===== config.mk =====
export PLATFORM = sky130hd
export DESIGN_NAME = seq_shifter
export DESIGN_NICKNAME = d
export VERILOG_FILES = /design/src/rtl/seq_shifter.sv
export SDC_FILE = /design/constraint.sdc
export NUM_CORES = 1
export LEC_CHECK = 0
export CORE_ASPECT_RATIO = 2
export CORE_MARGIN = 1
export CORE_UTILIZATION = 34
export CTS_CLUSTER_DIAMETER = 100
export DETAILED_ROUTE_END_ITERATION = 12
export GPL_ROUTABILITY_DRIVEN = 0
export PLACE_DENSITY = 0.66
export SYNTH_ARGS = -nofsm -noshare
export SYNTH_HDL_FRONTEND = slang
export SYNTH_SLANG_ARGS = --single-unit

===== constraint.sdc =====
create_clock -name clk -period 3.7 [get_ports clk]
set_clock_uncertainty 0.2 [all_clocks]
set_input_delay 0.555 -clock clk [delete_from_list [all_inputs] [get_ports clk]]
set_output_delay 0.555 -clock clk [all_outputs]
set_load 0.005 [all_outputs]

===== src/rtl/seq_shifter.sv =====
// seq_shifter: multi-cycle sequential shifter for the npc datapath.
// Each clock applies one single-bit shift or rotate step. The step repeats
// shamt times between a valid/ready request port and a valid/ready response port.
// It is a low-area alternative to the combinational barrel shifter.
module seq_shifter #(
  parameter int WIDTH   = 8,
  parameter int SHAMT_W = 3
) (
  input  logic               clk,
  input  logic               rst,
  input  logic               in_valid,
  output logic               in_ready,
  input  logic [WIDTH-1:0]   in_data,
  input  logic [SHAMT_W-1:0] in_shamt,
  input  logic [2:0]         in_op,
  output logic               out_valid,
  input  logic               out_ready,
  output logic [WIDTH-1:0]   out_data,
  output logic               busy
);

  // Operation encodings. Codes 101..111 all mean PASS.
  localparam logic [2:0] OP_SLL = 3'b000;
  localparam logic [2:0] OP_SRL = 3'b001;
  localparam logic [2:0] OP_SRA = 3'b010;
  localparam logic [2:0] OP_ROR = 3'b011;
  localparam logic [2:0] OP_ROL = 3'b100;

  typedef enum logic [1:0] {
    IDLE  = 2'd0,
    SHIFT = 2'd1,
    DONE  = 2'd2
  } state_t;

  state_t             state;
  logic [2:0]         op_q;
  logic [SHAMT_W-1:0] cnt;
  logic [WIDTH-1:0]   step_val;

  // One single-bit step of the selected operation, applied to the result register.
  function automatic logic [WIDTH-1:0] step(input logic [2:0] op, input logic [WIDTH-1:0] r);
    logic [WIDTH-1:0] res;
    case (op)
      OP_SLL:  res = {r[WIDTH-2:0], 1'b0};
      OP_SRL:  res = {1'b0, r[WIDTH-1:1]};
      OP_SRA:  res = {r[WIDTH-1], r[WIDTH-1:1]};
      OP_ROR:  res = {r[0], r[WIDTH-1:1]};
      OP_ROL:  res = {r[WIDTH-2:0], r[WIDTH-1]};
      default: res = r;  // PASS: steps are still counted
    endcase
    return res;
  endfunction

  // Next value of the result register while shifting.
  always_comb begin
    step_val = step(op_q, out_data);
  end

  // Control FSM and datapath. The handshake flags are registers kept in step with state.
  // NOTE: sequential state uses non-blocking assignments only. All flops then
  // see the same pre-edge values, which avoids races between always blocks.
  always_ff @(posedge clk or posedge rst) begin
    if (rst) begin
      state     <= IDLE;
      op_q      <= OP_SLL;
      cnt       <= '0;
      out_data  <= '0;
      in_ready  <= 1'b1;
      out_valid <= 1'b0;
      busy      <= 1'b0;
    end else begin
      case (state)
        IDLE: begin
          if (in_valid) begin
            out_data <= in_data;
            op_q     <= in_op;
            cnt      <= in_shamt;
            in_ready <= 1'b0;
            busy     <= 1'b1;
            if (in_shamt == '0) begin
              state     <= DONE;
              out_valid <= 1'b1;
            end else begin
              state <= SHIFT;
            end
          end
        end
        SHIFT: begin
          out_data <= step_val;
          cnt      <= cnt - SHAMT_W'(1);
          if (cnt == SHAMT_W'(1)) begin
            state     <= DONE;
            out_valid <= 1'b1;
          end
        end
        DONE: begin
          // Result is held until the consumer takes it.
          if (out_ready) begin
            state     <= IDLE;
            out_valid <= 1'b0;
            in_ready  <= 1'b1;
            busy      <= 1'b0;
          end
        end
        default: begin
          state     <= IDLE;
          out_valid <= 1'b0;
          in_ready  <= 1'b1;
          busy      <= 1'b0;
        end
      endcase
    end
  end

endmodule


# Word-level counts from Yosys, hierarchy flattened
# Index checks and enable logic that the tools add are counted.
# classes
eq_ne	14
n_mux	20
n_reduce_logical	11
bitwise_logic	1
n_addsub	1
# ops
operator	n
8-bit one-hot mux with 5 select lines	1
8-bit one-hot mux with 2 select lines	1
2-bit inequality test, second input constant	5
1-bit one-hot mux with 3 select lines	3
3-bit AND reduction	3
2-bit 2-to-1 mux	4
8-bit 2-to-1 mux	1
4-bit AND reduction	2
1-bit 2-to-1 mux	7
3-bit by 1-bit == test with 1-bit output, second input constant	2
3-bit by 2-bit == test with 1-bit output, second input constant	2
3-bit logical NOT	2
6-bit by 1-bit inequality test with 1-bit output, second input constant	1
2-bit one-hot mux with 3 select lines	1
3-bit one-hot mux with 2 select lines	1
5-bit by 1-bit inequality test with 1-bit output, second input constant	1
2-bit AND reduction	2
3-bit == test, second input constant	1
3-bit 2-to-1 mux	1
3-bit by 1-bit subtractor with 3-bit output, second input constant	1
2-bit by 1-bit == test with 1-bit output, second input constant	1
2-bit == test, second input constant	1
2-bit logical NOT	1
2-bit nonzero test	1
1-bit NOT	1
# word_totals
inputBits	18
reg_bits	19
out_inout_bits	11

# Logic depth before layout (Yosys ltp)
# Gate-level depths: netlist (run 1).
# logic_depth
depth_word	4
depth_mapped	6
depth_no_buf	6

# Worst setup path after synthesis (run 1)
# OpenSTA, ideal clock, no wires.
# synth_timing
kind	input -> register
from	in in_valid
to	reg out_data[1]
path_slack_ps	2106
path_stages	5
required_ps	3382
arrival_time_ps	1276
cell_sequence	o21bai_1 -> o21bai_4 -> buf_6 -> a211oi_2 -> a21o_1
# synth_between
elab_chain_cells	2
# synth_rtl
element	line_no	rtl
start, declared	11	input logic in_valid,
2-bit inequality test (no source line)	--	
3-bit AND reduction (no source line)	--	
end signal, assigned	75	out_data <= in_data;
end signal, assigned	89	out_data <= step_val;
end, declared	18	output logic [WIDTH-1:0] out_data,
# No other way between the ends.
# A chain may end at the register's enable or synchronous reset.

# Worst setup path after layout (run 1)
# layout_timing
from	reg state[0]
to	reg out_data[7]
# layout_between
elab_chain_cells	3
word_cells_on_any_way	8
cone_classes	eq/ne: 4; mux: 1; reduce/logical: 3
# layout_rtl
element	line_no	rtl
start, declared	35	state_t state;
start signal, assigned	64	state <= IDLE;
start signal, assigned	81	state <= DONE;
start signal, assigned	84	state <= SHIFT;
2-bit by 1-bit == test with 1-bit output or 2-bit logical NOT (tied branches)	72	case (state)
5-bit by 1-bit inequality test with 1-bit output (no source line) (tied with other cells)	--	
4-bit AND reduction (no source line)	--	
# Parallel ways exist; a longest one is shown, timed or not.

==> results of run 1 <==
[how the worst max path moves through the flow]
stage	endpoint
2_1_floorplan	out_data[1]$_DFFE_PP0P_
3_3_place_gp	out_data[3]$_DFFE_PP0P_
3_5_place_dp	op_q[2]$_DFFE_PP0P_
4_1_cts	out_data[7]$_DFFE_PP0P_
5_1_grt	out_data[7]$_DFFE_PP0P_
6_report	out_data[7]$_DFFE_PP0P_
[Yosys cell counts]
cell and instances:
a211oi_1 4, a211oi_2 2, a21o_1 7, a21oi_1 9, a31oi_1 2, buf_2 2
buf_4 2, buf_6 2, dfrtp_1 18, dfstp_2 1, ha_1 2, inv_1 7
mux2_1 2, mux2_2 3, mux2i_1 6, nand2_1 3, nand2b_1 2, nand3_1 2
nand3b_1 1, nand4b_1 1, nor2_1 14, nor2_2 1, nor2b_1 2, nor3_1 2
nor3b_1 1, o21a_1 1, o21ai_0 4, o21bai_1 2, o21bai_4 1, o311a_1 1
o31ai_1 1, o31ai_2 1
[sequential cells by signal (all words and copies together) (netlist names)]
name and cells:
out_data 8, in_ready 1, cnt 3, busy 1, out_valid 1, state 2
op_q 3
[cell families (layout without fill, tap and decap cells)]
family / after synthesis / count (layout) / share of synthesized area [%]
compound gates: 35 / 35 / 23.59
simple gates: 29 / 29 / 12.77
flops: 19 / 19 / 43.84
mux: 11 / 11 / 10.70
buf+inv: 13 / 39 / 6.789
fa+ha+maj: 2 / 2 / 2.301
[layer usage]
metal	vias to the layer above	global-route usage, %
li1	440	-
met1	424	13.83
met2	24	27.66
met3	2	0.8791
met4	0	7.419
met5	-	0
[through the flow]
stage / power [mW] / setup slack [ns] / cell area, um2
floorplan: 0.8796 / 2.106 / 1087
global placement: 1.053 / 1.472 / 1358
detailed placement: 1.068 / 1.450 / 1358
CTS: 1.212 / 1.473 / 1404
global route: 1.299 / 1.319 / 1404
finish: 1.194 / 1.484 / 1404
[final cells by class]
cell class / count / area [um2]
tap: 30 / 37.54
fill: 295 / 1609
clock inverter: 1 / 5.005
inverter: 7 / 26.28
timing repair buffer: 28 / 280.3
sequential: 19 / 476.7
multi-input combinational: 77 / 536.8
clock buffer: 3 / 41.29
[report_power, final]
part           internal [mW]  switching [mW]  leakage, nW
sequential             0.319           0.126        0.224
clock                 0.0747          0.0675       0.0255
combinational          0.339           0.268        0.373
total                  0.732           0.461        0.622
==> results_dict.tcl, run 1 <==
set metrics [dict create \
    cts-root-buf "clkbuf_8" \
    start_kind "flip-flop" \
    vias 890 \
    dr.pass1.iters 4 \
    clock_sinks 19 \
    cts.repair.resized 0 \
    crit_type "reg -> reg" \
    synth_warnings 0 \
    clkTransAtPathRegs_ns 0.07 \
    tritoncts "built" \
    r2r_slack_ns 1.48 \
    worstPathRequired_ns 3.64 \
    max_stage_delay_ns 0.85 \
    final_max_slew_viol_count 0 \
    grt_max_degree 20 \
    r2r-end "out_data[7]$_DFFE_PP0P_" \
    die_height_um 81.97 \
    synth_largest_area_cell "dfrtp_1" \
    wl_met3_um 88 \
    cts_max_level 1 \
    areaGrowthSynthToFinish_pct 29.11 \
    min_delay_path_depth 1 \
    drive_gt1_share_pct 9.630 \
    layout_common_cells "28 x clkdlybuf4s50_1, 18 x dfrtp_1, 14 x nor2_1, 9 x a21oi_1" \
    synth_top_area_share_pct 41.43 \
    overflow 0 \
    crit_family "simple AND/OR/NAND/NOR gates" \
    antenna_cells 0 \
    syn_avg_cell_area_um2 9.975 \
    ys_seq_area_share_pct 43.84 \
    whs_ns 0.2868 \
    rows 28 \
    routed_wl_um 2163 \
    synth_cell_types 32 \
    grt_pass1_wl_um 3698 \
    crit_buf_inv 0 \
    reg2reg_depth 3 \
    cts_made_buffers 3 \
    pin_count 29 \
    crit_chain "nor2b_1 -> a31oi_1 -> mux2_2" \
    hold_class "reg -> reg" \
    hold_buffers 0 \
    cp_num_cells 3 \
    grt_pass1_vias 902 \
    fin_util_pct 46.59 \
    coreArea_um2 3013 \
    slowest_stage "nor2b_1" \
    hp-start "busy$_DFFE_PP0P_" \
    clk_latency_ns 0.25 \
    final_nets 156 \
    relSlewSlack_pct 33.36 \
    dp_cells 161 \
    grt.total_usage_pct 13.89 \
    setup_violations 0 \
    dp_hpwl_um 1685 \
    leakage_nw 0.6223 \
    post-route-min-period_ns 2.216 \
    fmax_mhz 451.3 \
    crit_arrival_ns 2.16 \
    worst_slew_pin_slew_ns 0.9976 \
    status "complete, no violations" \
    final_common_cell "clkdlybuf4s50_1" \
    dieArea_um2 3442 \
    drc 0 \
    netlist_top_cells_area "dfrtp_1 41%, mux2i_1 5.5%, a21o_1 4.8%" \
    start_util_pct 36.09 \
    synth-seq-cells 19 \
    finalCritPeriodShare_pct 59.89 \
    synthCells 109 \
    wl_met1_um 812 \
    drtIter0Drc 17 \
    syn_nets 129 \
    maxCapViolCount 0 \
    r2r-start "state[0]$_DFFE_PP0P_" \
    rsz0062_at_grt "false" \
    synthesis.area_um2 1087 \
    port_buffers 28 \
    min_to "busy$_DFFE_PP0P_" \
    startpoint "state[0]$_DFFE_PP0P_" \
    power_density_nw_per_um2 850.3 \
    maxUsedRoutingLayer "met4" \
    worst_setup_path_end_kind "flip-flop" \
    peakVddDrop_v 0.0004355 \
    cts_buffer_depth 2 \
    path_max_fanout 16 \
    final_cell_count_no_fill 165 \
    fin_setup_tns_ns 0 \
    die_x_um 41.99 \
    cts_setup_buffers 0 \
    post_drt_via_cell_ratio 5.394 \
    hold_violations 0 \
    postRouteAntennaNets 0 \
    post_drt_wl_per_cell_um 13.11 \
    antenna_found_initial 0 \
    dr_wl_met2_um 1244 \
]
Power figures use the tool's default switching activity.
==> run 2: changes to the inputs <==
Settings changed: PLACE_DENSITY 0.66 to 0.68.
Clock period 3.7 ns to 1.95 ns, I/O delays scaled along.
==> run 2 against run 1 <==
  * Sequential cell count unchanged
  * Setup slack worse by 1.3 ns
  * Sequential power up 84%
  * Largest cell class unchanged
  * Largest power group unchanged
==> results_dict.tcl, run 2 (synthesized netlist as in run 1, its figures left out) <==
set metrics [dict create \
    status "complete, no violations" \
    path_max_fanout 3 \
    crit_chain "clkdlybuf4s50_1" \
    placed_cell_area_um2 1410 \
    slowest_stage "dfstp_2" \
    dp_hpwl_um 1811 \
    layout_common_cells "28 x clkdlybuf4s50_1, 18 x dfrtp_1, 14 x nor2_1, 9 x a21oi_1" \
    post-route-min-period_ns 1.789 \
    clock_sinks 19 \
    pin_count 29 \
    reg2reg_depth 5 \
    r2r-end "out_data[7]$_DFFE_PP0P_" \
    top_register "out_data" \
    die_height_um 81.97 \
    cts-root-buf "clkbuf_8" \
    cts_setup_buffers 0 \
    grt.total_usage_pct 15.40 \
    hold_class "in -> async" \
    crit_type "reg -> out" \
    crit_buf_inv 1 \
    drtIter0Drc 16 \
    setup_violations 0 \
    start_kind "flip-flop" \
    antenna_found_initial 0 \
    final_nets 163 \
    hold_violations 0 \
    start_util_pct 36.09 \
    drc 0 \
    leakage_nw 0.6573 \
    worst_setup_path_end_kind "output port" \
    cts_made_buffers 3 \
    reg_top3 "out_data (8), cnt (3), op_q (3)" \
    tritoncts "built" \
    hold_buffers 0 \
    rows 28 \
    peakVddDrop_v 0.0008629 \
    fin_util_pct 48.46 \
    dr.pass1.iters 4 \
    postRouteAntennaNets 0 \
    r2r_slack_ns 0.22 \
    final_max_slew_viol_count 0 \
    areaGrowthSynthToFinish_pct 34.29 \
    grt_pass1_vias 917 \
    fmax_mhz 559.1 \
    worstPathRequired_ns 1.46 \
    maxCapViolCount 0 \
    cts.repair.resized 0 \
    drive_gt1_share_pct 14.79 \
    overflow 0 \
    design_area_um2 1460 \
    grt_pass1_wl_um 4084 \
    max_stage_delay_ns 0.54 \
    post_drt_via_cell_ratio 5.337 \
    final_common_cell "clkdlybuf4s50_1" \
    coreArea_um2 3013 \
    die_x_um 41.99 \
    r2r-start "op_q[0]$_DFFE_PP0P_" \
    grt_max_degree 20 \
    post_drt_wl_per_cell_um 13.37 \
    routed_wl_um 2299 \
    worst_slew_pin_slew_ns 0.4333 \
    cts_max_level 1 \
    clkTransAtPathRegs_ns 0.07 \
    crit_family "flip-flops" \
    vias 918 \
    power_density_nw_per_um2 1623 \
    clk_latency_ns 0.25 \
    antenna_cells 0 \
    finalCritPeriodShare_pct 91.73 \
    port_buffers 28 \
    crit_arrival_ns 1.30 \
    relSlewSlack_pct 71.09 \
    largest_reg_flops 8 \
    cts_buffer_depth 2 \
    rsz0062_at_grt "false" \
    dieArea_um2 3442 \
    fin_setup_tns_ns 0 \
]
==> run 2: changes by cell type in the layout (fill, tap and decap cells not counted) <==
cell / previous run / this run
buf_4: 0 / 7
o21bai_2: 0 / 1
o21bai_1: 2 / 1
==> run 2: worst max path at each step <==
stage / from / slack (ns) / end / cells after the start
finish: in_ready$_DFFE_PP1P_ / 0.16 / in_ready / 1
global route: op_q[0]$_DFFE_PP0P_ / 0.14 / out_data[7]$_DFFE_PP0P_ / 5
CTS: op_q[0]$_DFFE_PP0P_ / 0.09 / out_data[6]$_DFFE_PP0P_ / 4
detailed placement: in_valid / 0.02 / op_q[2]$_DFFE_PP0P_ / 4
global placement: in_valid / 0.08 / state[1]$_DFFE_PP0P_ / 5
floorplan: op_q[0]$_DFFE_PP0P_ / 0.44 / out_data[7]$_DFFE_PP0P_ / 4
==> run 2: layout make-up <==
type / count / area, um2
fill: 284 / 1553
clock buffer: 3 / 41.29
multi-input combinational: 77 / 540.5
tap: 30 / 37.54
clock inverter: 1 / 5.005
timing repair buffer: 35 / 332.8
sequential: 19 / 476.7
inverter: 7 / 26.28
==> run 2: layer usage <==
| layer | global-route usage [%] | up-vias | wire length (um) |
|---|---|---|---|
| met2 | 27.50 | 26 | 1271 |
| met3 | 1.758 | 4 | 104 |
| met5 | 0 | - | 0 |
| li1 | - | 448 | - |
| met1 | 16.99 | 440 | 873 |
| met4 | 9.677 | 0 | 49 |
==> run 2: per-stage QoR <==
step,hold WS (ns),setup WS [ns],power (mW),std cells
floorplan,0.04289,0.4386,1.669,109
CTS,0.1545,0.09202,2.397,172
global route,0.1999,0.1351,2.584,172
detailed placement,0.2884,0.01556,2.121,168
global placement,0.2845,0.07855,2.084,168
finish,0.1471,0.1614,2.370,172
==> run 2: power by group <==
| part | leakage [nW] | internal (mW) | total (mW) | switching, mW |
|---|---|---|---|---|
| clock | 0.0255 | 0.142 | 0.268 | 0.126 |
| sequential | 0.224 | 0.606 | 0.819 | 0.213 |
| combinational | 0.408 | 0.716 | 1.28 | 0.567 |
| total | 0.657 | 1.46 | 2.37 | 0.906 |
